**src/rtl/padmux_if.sv**
```systemverilog
// Pad-mux controller bundle: pad-config, peripheral-function and pad-ring signals.
// The controller uses the slave modport; the config/peripheral/pad side uses master.
interface padmux_if #(
  parameter int NUM_PADS = 8,
  parameter int NUM_FUNC = 4,
  parameter int SEL_W    = 3,
  parameter int DEB_W    = 8
);
  logic [NUM_PADS*SEL_W-1:0]    cfg_sel_i;
  logic [NUM_PADS-1:0]          cfg_deb_en_i;
  logic [DEB_W-1:0]             cfg_deb_thr_i;
  logic [NUM_PADS*NUM_FUNC-1:0] func_out_i;
  logic [NUM_PADS*NUM_FUNC-1:0] func_oe_i;
  logic [NUM_PADS*NUM_FUNC-1:0] func_in_o;
  logic [NUM_PADS-1:0]          pad_in_i;
  logic [NUM_PADS-1:0]          pad_out_o;
  logic [NUM_PADS-1:0]          pad_oe_o;
  logic [NUM_PADS-1:0]          switch_busy_o;
  logic [NUM_PADS-1:0]          switch_done_o;
  // Per-pad FSM state for checkers: 0 = ACTIVE, 1 = GUARD.
  logic [NUM_PADS-1:0]          state_dbg;

  modport master (
    output cfg_sel_i, cfg_deb_en_i, cfg_deb_thr_i, func_out_i, func_oe_i, pad_in_i,
    input  func_in_o, pad_out_o, pad_oe_o, switch_busy_o, switch_done_o, state_dbg
  );

  modport slave (
    input  cfg_sel_i, cfg_deb_en_i, cfg_deb_thr_i, func_out_i, func_oe_i, pad_in_i,
    output func_in_o, pad_out_o, pad_oe_o, switch_busy_o, switch_done_o, state_dbg
  );
endinterface

```
**src/rtl/padmux_ctrl.sv**
```systemverilog
// Per-pad function multiplexer with break-before-make guard interval,
// 2-flop input synchroniser and optional per-pad debounce filter.
module padmux_ctrl #(
  parameter int NUM_PADS     = 8,
  parameter int NUM_FUNC     = 4,
  parameter int SEL_W        = 3,
  parameter int GUARD_CYCLES = 4,
  parameter int DEB_W        = 8
) (
  input logic     clk,
  input logic     rst,
  padmux_if.slave bus
);

  localparam int GW = (GUARD_CYCLES > 1) ? $clog2(GUARD_CYCLES) : 1;
  localparam logic [GW-1:0] GUARD_LOAD = GW'(GUARD_CYCLES - 1);

  typedef enum logic {
    ST_ACTIVE = 1'b0,
    ST_GUARD  = 1'b1
  } pad_state_e;

  for (genvar p = 0; p < NUM_PADS; p++) begin : g_pad
    pad_state_e          state_q, state_d;
    logic [GW-1:0]       gcnt_q, gcnt_d;
    logic [SEL_W-1:0]    sel_q, sel_d;
    logic [SEL_W-1:0]    cfg_sel;
    logic                out_q, out_d;
    logic                oe_q, oe_d;
    logic                done_q, done_d;
    logic                drv_out, drv_oe;
    logic                sync1_q, sync2_q;
    logic                filt_q, filt_d;
    logic [DEB_W-1:0]    dcnt_q, dcnt_d;
    logic [NUM_FUNC-1:0] fin;

    assign cfg_sel = bus.cfg_sel_i[p*SEL_W +: SEL_W];

    // Park codes (sel >= NUM_FUNC) match no function and so drive nothing.
    always_comb begin
      drv_out = 1'b0;
      drv_oe  = 1'b0;
      for (int f = 0; f < NUM_FUNC; f++) begin
        if (sel_q == SEL_W'(f)) begin
          drv_out = bus.func_out_i[p*NUM_FUNC + f];
          drv_oe  = bus.func_oe_i[p*NUM_FUNC + f];
        end
      end
    end

    always_comb begin
      state_d = state_q;
      gcnt_d  = gcnt_q;
      sel_d   = sel_q;
      out_d   = 1'b0;
      oe_d    = 1'b0;
      done_d  = 1'b0;
      case (state_q)
        ST_ACTIVE: begin
          if (cfg_sel != sel_q) begin
            state_d = ST_GUARD;
            gcnt_d  = GUARD_LOAD;
          end else begin
            out_d = drv_out;
            oe_d  = drv_oe;
          end
        end
        ST_GUARD: begin
          // Whatever cfg_sel holds at the exit edge wins; changes mid-guard never restart the count.
          if (gcnt_q == '0) begin
            state_d = ST_ACTIVE;
            sel_d   = cfg_sel;
            done_d  = 1'b1;
          end else begin
            gcnt_d = gcnt_q - 1'b1;
          end
        end
      endcase
    end

    // Threshold is compared with >= so a lowered threshold takes effect at once.
    always_comb begin
      filt_d = filt_q;
      dcnt_d = dcnt_q;
      if (!bus.cfg_deb_en_i[p] || bus.cfg_deb_thr_i == '0) begin
        filt_d = sync2_q;
        dcnt_d = '0;
      end else if (sync2_q == filt_q) begin
        dcnt_d = '0;
      end else if (dcnt_q >= (bus.cfg_deb_thr_i - DEB_W'(1))) begin
        filt_d = sync2_q;
        dcnt_d = '0;
      end else if (dcnt_q != '1) begin
        dcnt_d = dcnt_q + 1'b1;
      end
    end

    always_ff @(posedge clk or posedge rst) begin
      if (rst) begin
        state_q <= ST_ACTIVE;
        gcnt_q  <= '0;
        sel_q   <= '0;
        out_q   <= 1'b0;
        oe_q    <= 1'b0;
        done_q  <= 1'b0;
        sync1_q <= 1'b0;
        sync2_q <= 1'b0;
        filt_q  <= 1'b0;
        dcnt_q  <= '0;
      end else begin
        state_q <= state_d;
        gcnt_q  <= gcnt_d;
        sel_q   <= sel_d;
        out_q   <= out_d;
        oe_q    <= oe_d;
        done_q  <= done_d;
        sync1_q <= bus.pad_in_i[p];
        sync2_q <= sync1_q;
        filt_q  <= filt_d;
        dcnt_q  <= dcnt_d;
      end
    end

    always_comb begin
      fin = '0;
      for (int f = 0; f < NUM_FUNC; f++) begin
        if (state_q == ST_ACTIVE && sel_q == SEL_W'(f)) fin[f] = filt_q;
      end
    end

    assign bus.func_in_o[p*NUM_FUNC +: NUM_FUNC] = fin;
    assign bus.pad_out_o[p]     = out_q;
    assign bus.pad_oe_o[p]      = oe_q;
    assign bus.switch_busy_o[p] = (state_q == ST_GUARD);
    assign bus.switch_done_o[p] = done_q;
    assign bus.state_dbg[p]     = (state_q == ST_GUARD);
  end

endmodule

```
**src/flat_wrapper.sv**
```systemverilog
// flat-port wrapper written by rule: the top's interface ports become plain ports
module padmux_ctrl_flat 
#(
  parameter int NUM_PADS     = 8,
  parameter int NUM_FUNC     = 4,
  parameter int SEL_W        = 3,
  parameter int GUARD_CYCLES = 4,
  parameter int DEB_W        = 8
)
  (clk, rst, bus_cfg_sel_i, bus_cfg_deb_en_i, bus_cfg_deb_thr_i, bus_func_out_i, bus_func_oe_i, bus_pad_in_i, bus_func_in_o, bus_pad_out_o, bus_pad_oe_o, bus_switch_busy_o, bus_switch_done_o, bus_state_dbg);
  padmux_if #(.NUM_PADS(NUM_PADS), .NUM_FUNC(NUM_FUNC), .SEL_W(SEL_W), .DEB_W(DEB_W)) bus_i ();
  input logic clk;
  input logic rst;
  input wire logic [$bits(bus_i.cfg_sel_i)-1:0] bus_cfg_sel_i;
  input wire logic [$bits(bus_i.cfg_deb_en_i)-1:0] bus_cfg_deb_en_i;
  input wire logic [$bits(bus_i.cfg_deb_thr_i)-1:0] bus_cfg_deb_thr_i;
  input wire logic [$bits(bus_i.func_out_i)-1:0] bus_func_out_i;
  input wire logic [$bits(bus_i.func_oe_i)-1:0] bus_func_oe_i;
  input wire logic [$bits(bus_i.pad_in_i)-1:0] bus_pad_in_i;
  output wire logic [$bits(bus_i.func_in_o)-1:0] bus_func_in_o;
  output wire logic [$bits(bus_i.pad_out_o)-1:0] bus_pad_out_o;
  output wire logic [$bits(bus_i.pad_oe_o)-1:0] bus_pad_oe_o;
  output wire logic [$bits(bus_i.switch_busy_o)-1:0] bus_switch_busy_o;
  output wire logic [$bits(bus_i.switch_done_o)-1:0] bus_switch_done_o;
  output wire logic [$bits(bus_i.state_dbg)-1:0] bus_state_dbg;
  assign bus_i.cfg_sel_i = bus_cfg_sel_i;
  assign bus_i.cfg_deb_en_i = bus_cfg_deb_en_i;
  assign bus_i.cfg_deb_thr_i = bus_cfg_deb_thr_i;
  assign bus_i.func_out_i = bus_func_out_i;
  assign bus_i.func_oe_i = bus_func_oe_i;
  assign bus_i.pad_in_i = bus_pad_in_i;
  assign bus_func_in_o = bus_i.func_in_o;
  assign bus_pad_out_o = bus_i.pad_out_o;
  assign bus_pad_oe_o = bus_i.pad_oe_o;
  assign bus_switch_busy_o = bus_i.switch_busy_o;
  assign bus_switch_done_o = bus_i.switch_done_o;
  assign bus_state_dbg = bus_i.state_dbg;
  padmux_ctrl #(.NUM_PADS(NUM_PADS), .NUM_FUNC(NUM_FUNC), .SEL_W(SEL_W), .GUARD_CYCLES(GUARD_CYCLES), .DEB_W(DEB_W)) u_core (.clk(clk), .rst(rst), .bus(bus_i));
endmodule
```
**config.mk**
```make
export PLATFORM = sky130hd
export DESIGN_NAME = padmux_ctrl_flat
export DESIGN_NICKNAME = d
export VERILOG_FILES = /design/src/rtl/padmux_if.sv /design/src/rtl/padmux_ctrl.sv /design/src/flat_wrapper.sv
export SDC_FILE = /design/constraint.sdc
export NUM_CORES = 1
export LEC_CHECK = 0
export BUFFER_PORTS_ARGS = -buffer_cell sky130_fd_sc_hd__buf_2
export CAP_MARGIN = 15
export CORE_MARGIN = 3
export CORE_UTILIZATION = 49
export DETAILED_ROUTE_END_ITERATION = 12
export PLACE_DENSITY = 0.72
export SKIP_CTS_REPAIR_TIMING = 1
export SLEW_MARGIN = 20
export SYNTH_ARGS = -nofsm -noshare
export SYNTH_HDL_FRONTEND = slang
export SYNTH_SLANG_ARGS = --single-unit
```
**constraint.sdc**
```tcl
create_clock -name clk -period 8.8 [get_ports clk]
set_input_delay 2.64 -clock clk [delete_from_list [all_inputs] [get_ports clk]]
set_output_delay 2.64 -clock clk [all_outputs]
set_load 0.01 [all_outputs]
```
==> flow_metrics.tcl <==
set metrics [dict create \
    largestRegisters "u_core.g_pad.dcnt_q: 64 flops, u_core.g_pad.sel_q: 24 flops, u_core.g_pad.gcnt_q: 16 flops" \
    globalplace.congestion 0.823 \
    dp_wirelength_mm 14.3 \
    critical_path_buf_inv_count 2 \
    final.setup.tns_ns 0 \
    finalHoldViolations 0 \
    areaGrowthSynthToFinish_pct 15.9 \
    async_reset_ff_share_pct 100 \
    post_route_cells_drive_above_1_share_pct 25.8 \
    clk_latency_ns 0.43 \
    fin_hold_ws_ns 0.349 \
    cts_max_path_buffers 2 \
    power.static_leakage_nw 5.35 \
    detailedRoute.firstIterationViolations 385 \
    totalWireLength_mm 19.5 \
    hold_class "reg -> reg" \
    worst_r2r_startpoint "u_core.g_pad[0].dcnt_q[2]" \
    clk_transition_reported_paths_ns 0.06 \
    fmax_ghz 0.187 \
    placement_rows 50 \
    ys.warnings.count 0 \
    floorplan.core_area_sq_um 18800 \
    ff2ff_path_depth 7 \
    number_of_logic_stages_on_the_critical_path_including_buffering 11 \
    fin_skew_ns 0.00897 \
    arrival_ns 5.64 \
    worstHoldStart "u_core.g_pad[4].sync1_q" \
    timing.critical_path.slowest_stage_cell "sky130_fd_sc_hd__xor2_1" \
    cts_inserted_buffers 17 \
    finalMaxSlewViolations 0 \
    maxSlewHeadroom_pct 20.1 \
    die_width_um 145 \
    tritoncts "done" \
    largest_reg_flops 64 \
    post_synth_and_or_nand_nor_area_fraction_pct 18.7 \
    area.sequential_sq_um 4000 \
    rrSetupSlack_ns 6.67 \
    clk_sinks 160 \
    syn-instance-count 949 \
    cpMostUsedCell "sky130_fd_sc_hd__ha_1" \
    peakVddDrop_mv 0.137 \
    wire_per_inst_um 14.3 \
    grt_max_degree 100 \
    avgSynthCellArea_sq_um 9.96 \
    hold_path_cells 0 \
    clock_period_minus_final_worst_setup_slack_ns 5.34 \
    layout_worst_path_cycle_share_pct 60.6 \
    antenna_found_initial 3 \
    ios 186 \
    synthesis.area_sq_um 9450 \
    xor_and_xnor_area_share_after_synthesis_pct 5.73 \
    critPathLaunch "bus_cfg_deb_thr_i[0]" \
    global_route_total_usage_across_every_layer_pct 18.7 \
    finish.net_count 1260 \
    dp_slack_ns 3.06 \
    first_pass_grt_wire_length_mm 31.3 \
    layout.cells.most_common "sky130_fd_sc_hd__buf_2" \
    critical_path_class "in -> reg" \
    cp_max_fo 10 \
    cellPowerDensity_nw_per_um2 225 \
    cp_cell_sequence "buf_2 > inv_1 > ha_1 > nand2_1 > xor2_1 > ha_1 > a21oi_1 > o21ai_0 > a221oi_2 > o21ai_1 > mux2_1" \
    slowest_delay_ns 0.77 \
    worst_ep_required_time_ns 9.10 \
    synth.yosys.seq_area_share_pct 42.4 \
    grt_remaining_overflow 0 \
    slew_at_the_pin_closest_to_its_max_slew_limit_ns 1.19 \
    status "finished, final reports clean" \
    register_bank_with_the_most_flops "u_core.g_pad.dcnt_q" \
    n_fill_cell 1601 \
    rr_endpoint "u_core.g_pad[0].filt_q" \
    synth.ff_latch_count 160 \
    finish.instance_area_sq_um 11000 \
    adder_and_majority_cell_fraction_of_the_synthesized_area_pct 7.68 \
    post_route_worst_setup_slack_ns 3.46 \
    cap_violations 0 \
    mux_contribution_to_synthesized_area_pct 8.70 \
    total_power_w 0.00246 \
    io_buffer_count 185 \
    crit_family "XOR/XNOR gates" \
    multiInputGateArea_sq_um 4900 \
    clock_tree.htree_level_count 4 \
    synth_top_family_by_area "simple AND/OR/NAND/NOR gates" \
    grt_pass1_vias 6612 \
    start_util_pct 50.2 \
    routed_via_density 5.27 \
    dr_total_vias 7175 \
    setup_violations 0 \
    dpl_cell_area_sq_um 10300 \
    synth_compound_gate_area_share_pct 11.0 \
    postRouteAntennaNets 0 \
    min_to "u_core.g_pad[4].sync2_q" \
    mappedNetlistNets 1121 \
    synth-edff-count 0 \
    worst_setup_end_kind "flip-flop" \
    layout_common_cells "185 x sky130_fd_sc_hd__buf_2, 160 x sky130_fd_sc_hd__dfrtp_1, 115 x sky130_fd_sc_hd__nor2_1" \
    die_h_um 145 \
    cts_root_buf "sky130_fd_sc_hd__clkbuf_16" \
    firstDrtPassIters 5 \
    post-route-drc-count 0 \
    yosys_most_used_dff "sky130_fd_sc_hd__dfrtp_1" \
    rsz0062_at_grt "false" \
    dieArea_sq_um 21000 \
    netlist-cell-type-count 46 \
    critPathLaunchType "primary input" \
]
## routing by layer
layer | global-route usage [%] | vias up | wire length, um
met3 | 4.37 | 24 | 1160
li1 | - | 3608 | -
met4 | 6.28 | 4 | 319
met2 | 30.3 | 167 | 9120
met1 | 24.7 | 3372 | 8880
met5 | 0 | - | 21
## cells in the mapped netlist (24+ instances only)
| library cell | n | share of area (%) |
|---|---|---|
| sky130_fd_sc_hd__inv_1 | 38 | 1.5 |
| sky130_fd_sc_hd__xor2_1 | 41 | 3.8 |
| sky130_fd_sc_hd__nand2_1 | 47 | 1.9 |
| sky130_fd_sc_hd__and3_1 | 40 | 2.6 |
| sky130_fd_sc_hd__dfrtp_1 | 160 | 42 |
| sky130_fd_sc_hd__buf_4 | 40 | 3.2 |
| sky130_fd_sc_hd__ha_1 | 58 | 7.7 |
| sky130_fd_sc_hd__a21oi_1 | 36 | 1.9 |
| sky130_fd_sc_hd__mux2_2 | 25 | 3.0 |
| sky130_fd_sc_hd__nor2_1 | 115 | 4.6 |
| sky130_fd_sc_hd__nand3_1 | 42 | 2.2 |
| sky130_fd_sc_hd__o21ai_0 | 43 | 2.3 |
| sky130_fd_sc_hd__clkbuf_1 | 24 | 0.95 |
## layout make-up
cell class,count,area share [%]
Timing Repair Buffer,187,8.59
Clock inverter,8,1.17
Clock buffer,23,4.55
Antenna cell,1,0.0229
Inverter,38,1.35
Multi-Input combinational cell,684,44.8
Tap cell,260,2.97
Sequential cell,160,36.6
## metrics by stage
stage          cells  utilization (%)
4_1_cts         1360             58.1
3_3_place_gp    1329             54.8
2_1_floorplan    949                -
3_5_place_dp    1329             54.8
6_report        1361             58.2
5_1_grt         1361             58.2
## worst register-to-register path, stage by stage (launching register included)
cell and delay, ns:
sky130_fd_sc_hd__dfrtp_1 0.45, sky130_fd_sc_hd__ha_1 0.34, sky130_fd_sc_hd__a21o_1 0.16, sky130_fd_sc_hd__a31oi_1 0.13
sky130_fd_sc_hd__o21ai_0 0.13, sky130_fd_sc_hd__a221oi_2 0.33, sky130_fd_sc_hd__o21ai_1 0.13, sky130_fd_sc_hd__mux2_1 0.33
## how the worst max path moves through the flow
stage	end	slack, ns
3_3_place_gp	u_core.g_pad[0].filt_q	3.16
4_1_cts	u_core.g_pad[0].filt_q	3.48
3_5_place_dp	u_core.g_pad[0].filt_q	3.06
5_1_grt	u_core.g_pad[1].dcnt_q[6]	3.31
6_report	u_core.g_pad[0].filt_q	3.46
2_1_floorplan	u_core.g_pad[0].dcnt_q[0]	1.84
## report_power, final
part / internal, W / total (W) / leakage, nW / switching [W]
Clock: 0.000483 / 0.000776 / 0.301 / 0.000293
Combinational: 0.000333 / 0.000623 / 3.02 / 0.000290
Sequential: 0.000878 / 0.00106 / 2.03 / 0.000183
Total: 0.00169 / 0.00246 / 5.35 / 0.000766
## cell families (layout without fill, tap and decap cells)
| family | count (synthesis) | in the layout |
|---|---|---|
| xor+xnor | 61 | 61 |
| other cells | 0 | 1 |
| flops | 160 | 160 |
| compound gates | 157 | 157 |
| fa+ha+maj | 58 | 58 |
| buf+inv | 105 | 256 |
| simple gates | 345 | 345 |
| mux | 63 | 63 |
Note: power is estimated with default switching activity, not from simulation.
